### src/rtl/cpu_debug_pkg.sv
// Shared state/phase encodings for the CPU debug loader and the state display.
// The display decodes o_w_phase using the PH_* constants below.
package cpu_debug_pkg;

    localparam int LOADER_PHASE_W = 3;

    localparam logic [LOADER_PHASE_W-1:0] PH_OFF   = 3'd0;
    localparam logic [LOADER_PHASE_W-1:0] PH_ADDR  = 3'd1;
    localparam logic [LOADER_PHASE_W-1:0] PH_DLO   = 3'd2;
    localparam logic [LOADER_PHASE_W-1:0] PH_DHI   = 3'd3;
    localparam logic [LOADER_PHASE_W-1:0] PH_WRITE = 3'd4;
    localparam logic [LOADER_PHASE_W-1:0] PH_VREQ  = 3'd5;
    localparam logic [LOADER_PHASE_W-1:0] PH_VCMP  = 3'd6;

    typedef enum logic [LOADER_PHASE_W-1:0] {
        S_OFF   = PH_OFF,
        S_ADDR  = PH_ADDR,
        S_DLO   = PH_DLO,
        S_DHI   = PH_DHI,
        S_WRITE = PH_WRITE,
        S_VREQ  = PH_VREQ,
        S_VCMP  = PH_VCMP
    } loader_state_t;

endpackage

### src/rtl/loader_readback_check.sv
// Registered readback compare with a sticky mismatch flag; cleared when a new
// load session starts. Only instantiated when LOADER_READBACK_EN is defined.
module loader_readback_check #(
    parameter int p_data_width = 16
) (
    input  logic                    i_w_clk,
    input  logic                    i_w_reset,
    input  logic                    i_w_clear,
    input  logic                    i_w_compare,
    input  logic [p_data_width-1:0] i_w_rdata,
    input  logic [p_data_width-1:0] i_w_expected,
    output logic                    o_w_error
);

    logic error_q;

    always_ff @(posedge i_w_clk) begin
        if (i_w_reset || i_w_clear) begin
            error_q <= 1'b0;
        end else if (i_w_compare && (i_w_rdata != i_w_expected)) begin
            error_q <= 1'b1;
        end
    end

    assign o_w_error = error_q;

endmodule

### src/rtl/cpu_debug_loader.sv
// Switch-driven RAM loader: keys an address, then 16-bit words a byte at a time,
// holding the CPU while active. Optional readback verify: LOADER_READBACK_EN.
module cpu_debug_loader
    import cpu_debug_pkg::*;
#(
    parameter int p_data_width    = 16,
    parameter int p_address_width = 10
) (
    input  logic                       i_w_clk,
    input  logic                       i_w_reset,
    input  logic [p_address_width-1:0] i_w_in,
    input  logic                       i_w_load_en,
    input  logic                       i_w_enter,
    input  logic                       i_w_back,
    input  logic [p_data_width-1:0]    i_w_ram_rdata,
    output logic                       o_w_ram_we,
    output logic                       o_w_ram_re,
    output logic [p_address_width-1:0] o_w_ram_addr,
    output logic [p_data_width-1:0]    o_w_ram_wdata,
    output logic                       o_w_cpu_hold,
    output logic [p_data_width-1:0]    o_w_disp_value,
    output logic [2:0]                 o_w_phase,
    output logic [p_address_width:0]   o_w_words,
    output logic                       o_w_error
);

    localparam int HALF_W = p_data_width / 2;
    localparam logic [p_address_width:0]   WORDS_MAX = '1;
    localparam logic [p_address_width-1:0] ADDR_ONE  = p_address_width'(1);
    localparam logic [p_address_width:0]   WORDS_ONE = (p_address_width + 1)'(1);

    loader_state_t state, state_next;

    logic [p_address_width-1:0] addr_q, addr_d;
    logic [p_data_width-1:0]    data_q, data_d;
    logic [p_address_width:0]   words_q, words_d;
    logic                       advance;

    // Simultaneous enter and back cancel each other out.
    logic enter_only, back_only;
    assign enter_only = i_w_enter && !i_w_back;
    assign back_only  = i_w_back && !i_w_enter;

    always_ff @(posedge i_w_clk) begin
        if (i_w_reset) begin
            state   <= S_OFF;
            addr_q  <= '0;
            data_q  <= '0;
            words_q <= '0;
        end else begin
            state   <= state_next;
            addr_q  <= addr_d;
            data_q  <= data_d;
            words_q <= words_d;
        end
    end

    always_comb begin
        state_next = state;
        addr_d     = addr_q;
        data_d     = data_q;
        words_d    = words_q;
        advance    = 1'b0;

        if (!i_w_load_en) begin
            state_next = S_OFF;
        end else begin
            case (state)
                S_OFF: begin
                    state_next = S_ADDR;
                    words_d    = '0;
                end
                S_ADDR: begin
                    if (enter_only) begin
                        addr_d     = i_w_in;
                        state_next = S_DLO;
                    end
                end
                S_DLO: begin
                    if (enter_only) begin
                        data_d[HALF_W-1:0] = i_w_in[HALF_W-1:0];
                        state_next         = S_DHI;
                    end else if (back_only) begin
                        state_next = S_ADDR;
                    end
                end
                S_DHI: begin
                    if (enter_only) begin
                        data_d[p_data_width-1:HALF_W] = i_w_in[HALF_W-1:0];
                        state_next                    = S_WRITE;
                    end else if (back_only) begin
                        state_next = S_DLO;
                    end
                end
`ifdef LOADER_READBACK_EN
                S_WRITE: state_next = S_VREQ;
                S_VREQ:  state_next = S_VCMP;
                S_VCMP: begin
                    advance    = 1'b1;
                    state_next = S_DLO;
                end
`else
                S_WRITE: begin
                    advance    = 1'b1;
                    state_next = S_DLO;
                end
`endif
                default: state_next = S_OFF;
            endcase
        end

        // Pointer wraps; word count saturates so the display never rolls over.
        if (advance) begin
            addr_d = addr_q + ADDR_ONE;
            if (words_q != WORDS_MAX) begin
                words_d = words_q + WORDS_ONE;
            end
        end
    end

    // The half currently being keyed is previewed live from the switches.
    always_comb begin
        o_w_disp_value = data_q;
        case (state)
            S_ADDR:  o_w_disp_value = p_data_width'(i_w_in);
            S_DLO:   o_w_disp_value = {data_q[p_data_width-1:HALF_W], i_w_in[HALF_W-1:0]};
            S_DHI:   o_w_disp_value = {i_w_in[HALF_W-1:0], data_q[HALF_W-1:0]};
            default: o_w_disp_value = data_q;
        endcase
    end

    assign o_w_ram_we    = (state == S_WRITE) && !i_w_reset;
    assign o_w_ram_addr  = addr_q;
    assign o_w_ram_wdata = data_q;
    assign o_w_cpu_hold  = (state != S_OFF);
    assign o_w_phase     = state;
    assign o_w_words     = words_q;

`ifdef LOADER_READBACK_EN
    logic session_start;
    assign session_start = (state == S_OFF) && i_w_load_en;
    assign o_w_ram_re    = (state == S_VREQ) && !i_w_reset;

    loader_readback_check #(
        .p_data_width (p_data_width)
    ) u_readback_check (
        .i_w_clk      (i_w_clk),
        .i_w_reset    (i_w_reset),
        .i_w_clear    (session_start),
        .i_w_compare  (state == S_VCMP),
        .i_w_rdata    (i_w_ram_rdata),
        .i_w_expected (data_q),
        .o_w_error    (o_w_error)
    );
`else
    logic rdata_unused;
    assign rdata_unused = ^i_w_ram_rdata;
    assign o_w_ram_re   = 1'b0;
    assign o_w_error    = 1'b0;
`endif

endmodule

### config.mk
export PLATFORM = sky130hd
export DESIGN_NAME = cpu_debug_loader
export DESIGN_NICKNAME = d
export VERILOG_FILES = /design/src/rtl/cpu_debug_pkg.sv /design/src/rtl/loader_readback_check.sv /design/src/rtl/cpu_debug_loader.sv
export SDC_FILE = /design/constraint.sdc
export NUM_CORES = 1
export LEC_CHECK = 0
export CAP_MARGIN = 5
export CORE_UTILIZATION = 45
export CTS_BUF_LIST = sky130_fd_sc_hd__clkbuf_8
export DETAILED_ROUTE_END_ITERATION = 6
export PLACE_DENSITY = 0.94
export SLEW_MARGIN = 10
export SYNTH_ARGS = -nofsm -noshare
export SYNTH_HDL_FRONTEND = slang
export SYNTH_SLANG_ARGS = --single-unit
### constraint.sdc
create_clock -name i_w_clk -period 2.2 [get_ports i_w_clk]
set_input_delay 0.22 -clock i_w_clk [delete_from_list [all_inputs] [get_ports i_w_clk]]
set_output_delay 0.22 -clock i_w_clk [all_outputs]
set_load 0.02 [all_outputs]
==> flow_summary_export.csv <==
group,metric,value,unit
critical_path,critical_path_peak_fanout,8,
global_routing,pin_count_of_the_biggest_net_entering_global_routing,22,
cells_and_area,ratio_of_cells_with_drive_above_1_in_the_final_layout,0.0912,
sta,max_clock_freq,462,MHz
synthesis,most_frequent_cells_after_synthesis,"dfxtp_1 (40), nand2_1 (25), nor2_1 (24)",
critical_path,slowest_stage,"clkdlybuf4s50_1",
critical_path,timing.critical_path.arrival,1940,ps
synthesis,ys.warnings.count,0,
floorplanning,core.rowCount,25,
floorplanning,start_util,0.469,
synthesis,async_reset_ff_frac,0,
critical_path,cp-start-kind,"flip-flop",
detailed_routing,detail_route.drc_violations,0,
synthesis,yosys.area.top_type,"dfxtp_1",
cells_and_area,area.sequential,801,sq um
clock_network,clk_root_buffer_cell,"clkbuf_8",
cells_and_area,n_fill_cell,387,
global_routing,first_global_vias,2231,
sta,period_share,0.984,
synthesis,synth_edf_count,0,
sta,slew_viol_final,0,
critical_path,crit_type,"flip-flop to output pin",
critical_path,worstPathCellList,"xnor2_1 -> nor2_4 -> mux2_1 -> clkdlybuf4s50_1",
place,postPlaceCellArea,3030,sq um
sta,slew_headroom,0.659,
synthesis,synth.yosys.seq_area_share,0.359,
clock_network,worstSkewPairLatency,300,ps
sta,final.setup.tns,0,ps
global_routing,global_route_wire_length_before_repair,10700,um
synthesis,yosys.cell_count.top_type,"dfxtp_1",
detailed_routing,routedWlPerCell,16.4,um
detailed_routing,routed_wl,6680,um
synthesis,synth.top_cells.by_area,"dfxtp_1 (36%), mux2i_1 (8.5%), nand2_1 (4.2%)",
clock_network,numCtsBuffers,5,
floorplanning,fp.dieH,72.4,um
detailed_routing,antenna_violating_nets_post_route,0,
clock_network,max_root_sink_buffers,2,
floorplanning,pin_count,91,
sta,rsz0062_at_grt,"false",
job,timing.max_cap.violations,0,
synthesis,syn-cell-area,2230,sq um
cells_and_area,stdcell_area,3180,sq um
sta,setup_viol,0,
synthesis,flip_flop_cell_with_the_highest_count_after_synthesis,"dfxtp_1",
power_and_ir_drop,p_per_area,479,nW/um^2
global_routing,grt_overflow_total,0,
sta,final_period_demand_of_the_worst_path,2160,ps
power_and_ir_drop,leakage_power,1.35,nW
sta,timing_worst_slew_pin_value,508,ps
synthesis,ys_seq_elements,40,
place,number_of_buffer_cells_added_on_primary_ports,72,
global_routing,grt_util_all_layers,0.259,
detailed_routing,routed_via_density,5.79,
hold_path,kind_of_path_behind_the_tightest_hold_check,"flip-flop to flip-flop",
critical_path,worst_ep_required_time,1980,ps
detailed_routing,first_iter_violations,195,
sta,timing_hold_violations_final,0,
cells_and_area,multiInputGateArea,1310,sq um
critical_path,critical-path-max-stage-delay,550,ps
global_routing,grt_antenna_before_repair,0,
detailed_routing,vias,2357,
place,place_congestion,0.794,
cells_and_area,final_net_count,373,
sta,finClkSkew,5.04,ps
synthesis,synth.avg_cell_area,8.49,sq um
detailed_routing,detailedRoute.firstPassIterationCount,4,
clock_network,worst_setup_hold_path_clk_slew,90,ps
run_status,run_status,"finished, final reports clean",
cells_and_area,antenna_cells,0,
critical_path,worst_setup_path_end_kind,"output pin",
floorplanning,die_width,72.4,um
cells_and_area,area_growth_syn_to_layout,42.5,%
clock_network,tritoncts,"built",
clock_network,numClockSinks,40,
floorplanning,die_area,5250,sq um
synthesis,postSynthCellCount,263,
synthesis,synthDistinctLibCells,55,
floorplanning,core_area,4750,sq um
clock_network,h-tree-depth,2,
power_and_ir_drop,irDropWorstVdd,0.000316,V
place,dp_hpwl,4700,um
critical_path,r2r_slack,330,ps
synthesis,post-synth-top-area-fraction,0.359,
cell type report:
type                       instances  share of cell area
inverter                           8             0.00944
clock inverter                     3              0.0122
sequential                        40               0.252
multi-input combinational        198               0.413
clock buffer                       5              0.0216
tap                               67              0.0264
timing repair buffer              86               0.266
per-stage QoR:
step                instances   util  setup WS [ps]  hold WS (ps)  total power [mW]
floorplan                 264      -            333           336             0.837
global placement          397  0.638            206           478             0.916
detailed placement        397  0.638            159           488             0.921
CTS                       405  0.662          -4.30           511              1.52
global route              407  0.669           1.20           523              1.57
finish                    407  0.669           35.3           514              1.52
sequential cells by signal, summed over array words and instances (netlist names):
signal	count
o_w_ram_wdata	16
o_w_ram_addr	10
o_w_words	11
o_w_phase	3
where the power goes:
| group | switching [mW] | internal [mW] | leakage [nW] |
|---|---|---|---|
| Combinational | 0.0989 | 0.0801 | 0.965 |
| Sequential | 0.00537 | 0.728 | 0.323 |
| Clock | 0.280 | 0.333 | 0.0593 |
| Total | 0.384 | 1.14 | 1.35 |
metal layers:
layer / vias to the layer above / global-route usage / part of all wire
met5: - / 0 / 0
met4: 0 / 0.0675 / 0.015
li1: 1104 / - / -
met2: 108 / 0.443 / 0.51
met3: 11 / 0.0819 / 0.087
met1: 1134 / 0.315 / 0.39
cells in the final DEF, fill, tap and decap left out, types with 3 or more instances in the layout:
cell,netlist,routed
clkbuf_8,0,5
o21a_1,3,3
dlymetal6s2s_1,0,8
a21oi_1,12,12
nand3_1,18,18
clkdlybuf4s50_1,0,63
o221ai_1,3,3
o21ai_1,5,5
and3_1,4,4
o21ai_0,3,3
nor4_1,5,5
o211ai_1,5,5
inv_1,8,9
nor3_1,4,4
mux2i_1,19,19
buf_4,4,14
a31oi_1,5,5
nor2_1,24,24
ha_1,3,3
mux2_1,8,8
dfxtp_1,40,40
or3_1,3,3
nor2b_1,5,5
nand2_1,25,25
nand4_1,9,9
final timing paths:
kind / from / to / depth (start not counted)
hold / removal: o_w_words[10]$_SDFF_PP0_ / o_w_words[10]$_SDFF_PP0_ / 1
setup / recovery: o_w_phase[1]$_SDFFE_PP0P_ / o_w_disp_value[0] / 4
setup reg to reg: o_w_words[0]$_SDFF_PP0_ / o_w_words[3]$_SDFF_PP0_ / 5
hold reg to reg: o_w_words[10]$_SDFF_PP0_ / o_w_words[10]$_SDFF_PP0_ / 1
critical path, delay by kind of cell, from the launching register on:
| kind | cells | cell delay [ps] |
|---|---|---|
| flops | 1 | 350 |
| mux | 1 | 360 |
| xor+xnor | 1 | 160 |
| simple gates | 1 | 230 |
| buf+inv | 1 | 550 |
what timing repair did:
action                                  CTS  global route
gates resized for setup                   3             8
endpoints found under the setup margin    9            11
hold buffers                              0             0
gates cloned                              0             0
buffers inserted                          0             2
logic make-up (layout without fill, tap and decap cells):
logic type | after synthesis | after routing | synth area share
DFF | 40 | 40 | 0.359
xor gates and xnor gates | 2 | 2 | 0.00785
and+or+nand+nor | 117 | 117 | 0.289
muxes | 27 | 27 | 0.126
AOI/OAI and AO/OA | 47 | 47 | 0.142
buffers and inverters | 26 | 102 | 0.0577
adders and majority gates | 3 | 3 | 0.0168
other | 1 | 2 | 0.00168
No activity file was read; power rests on OpenSTA's default activity.
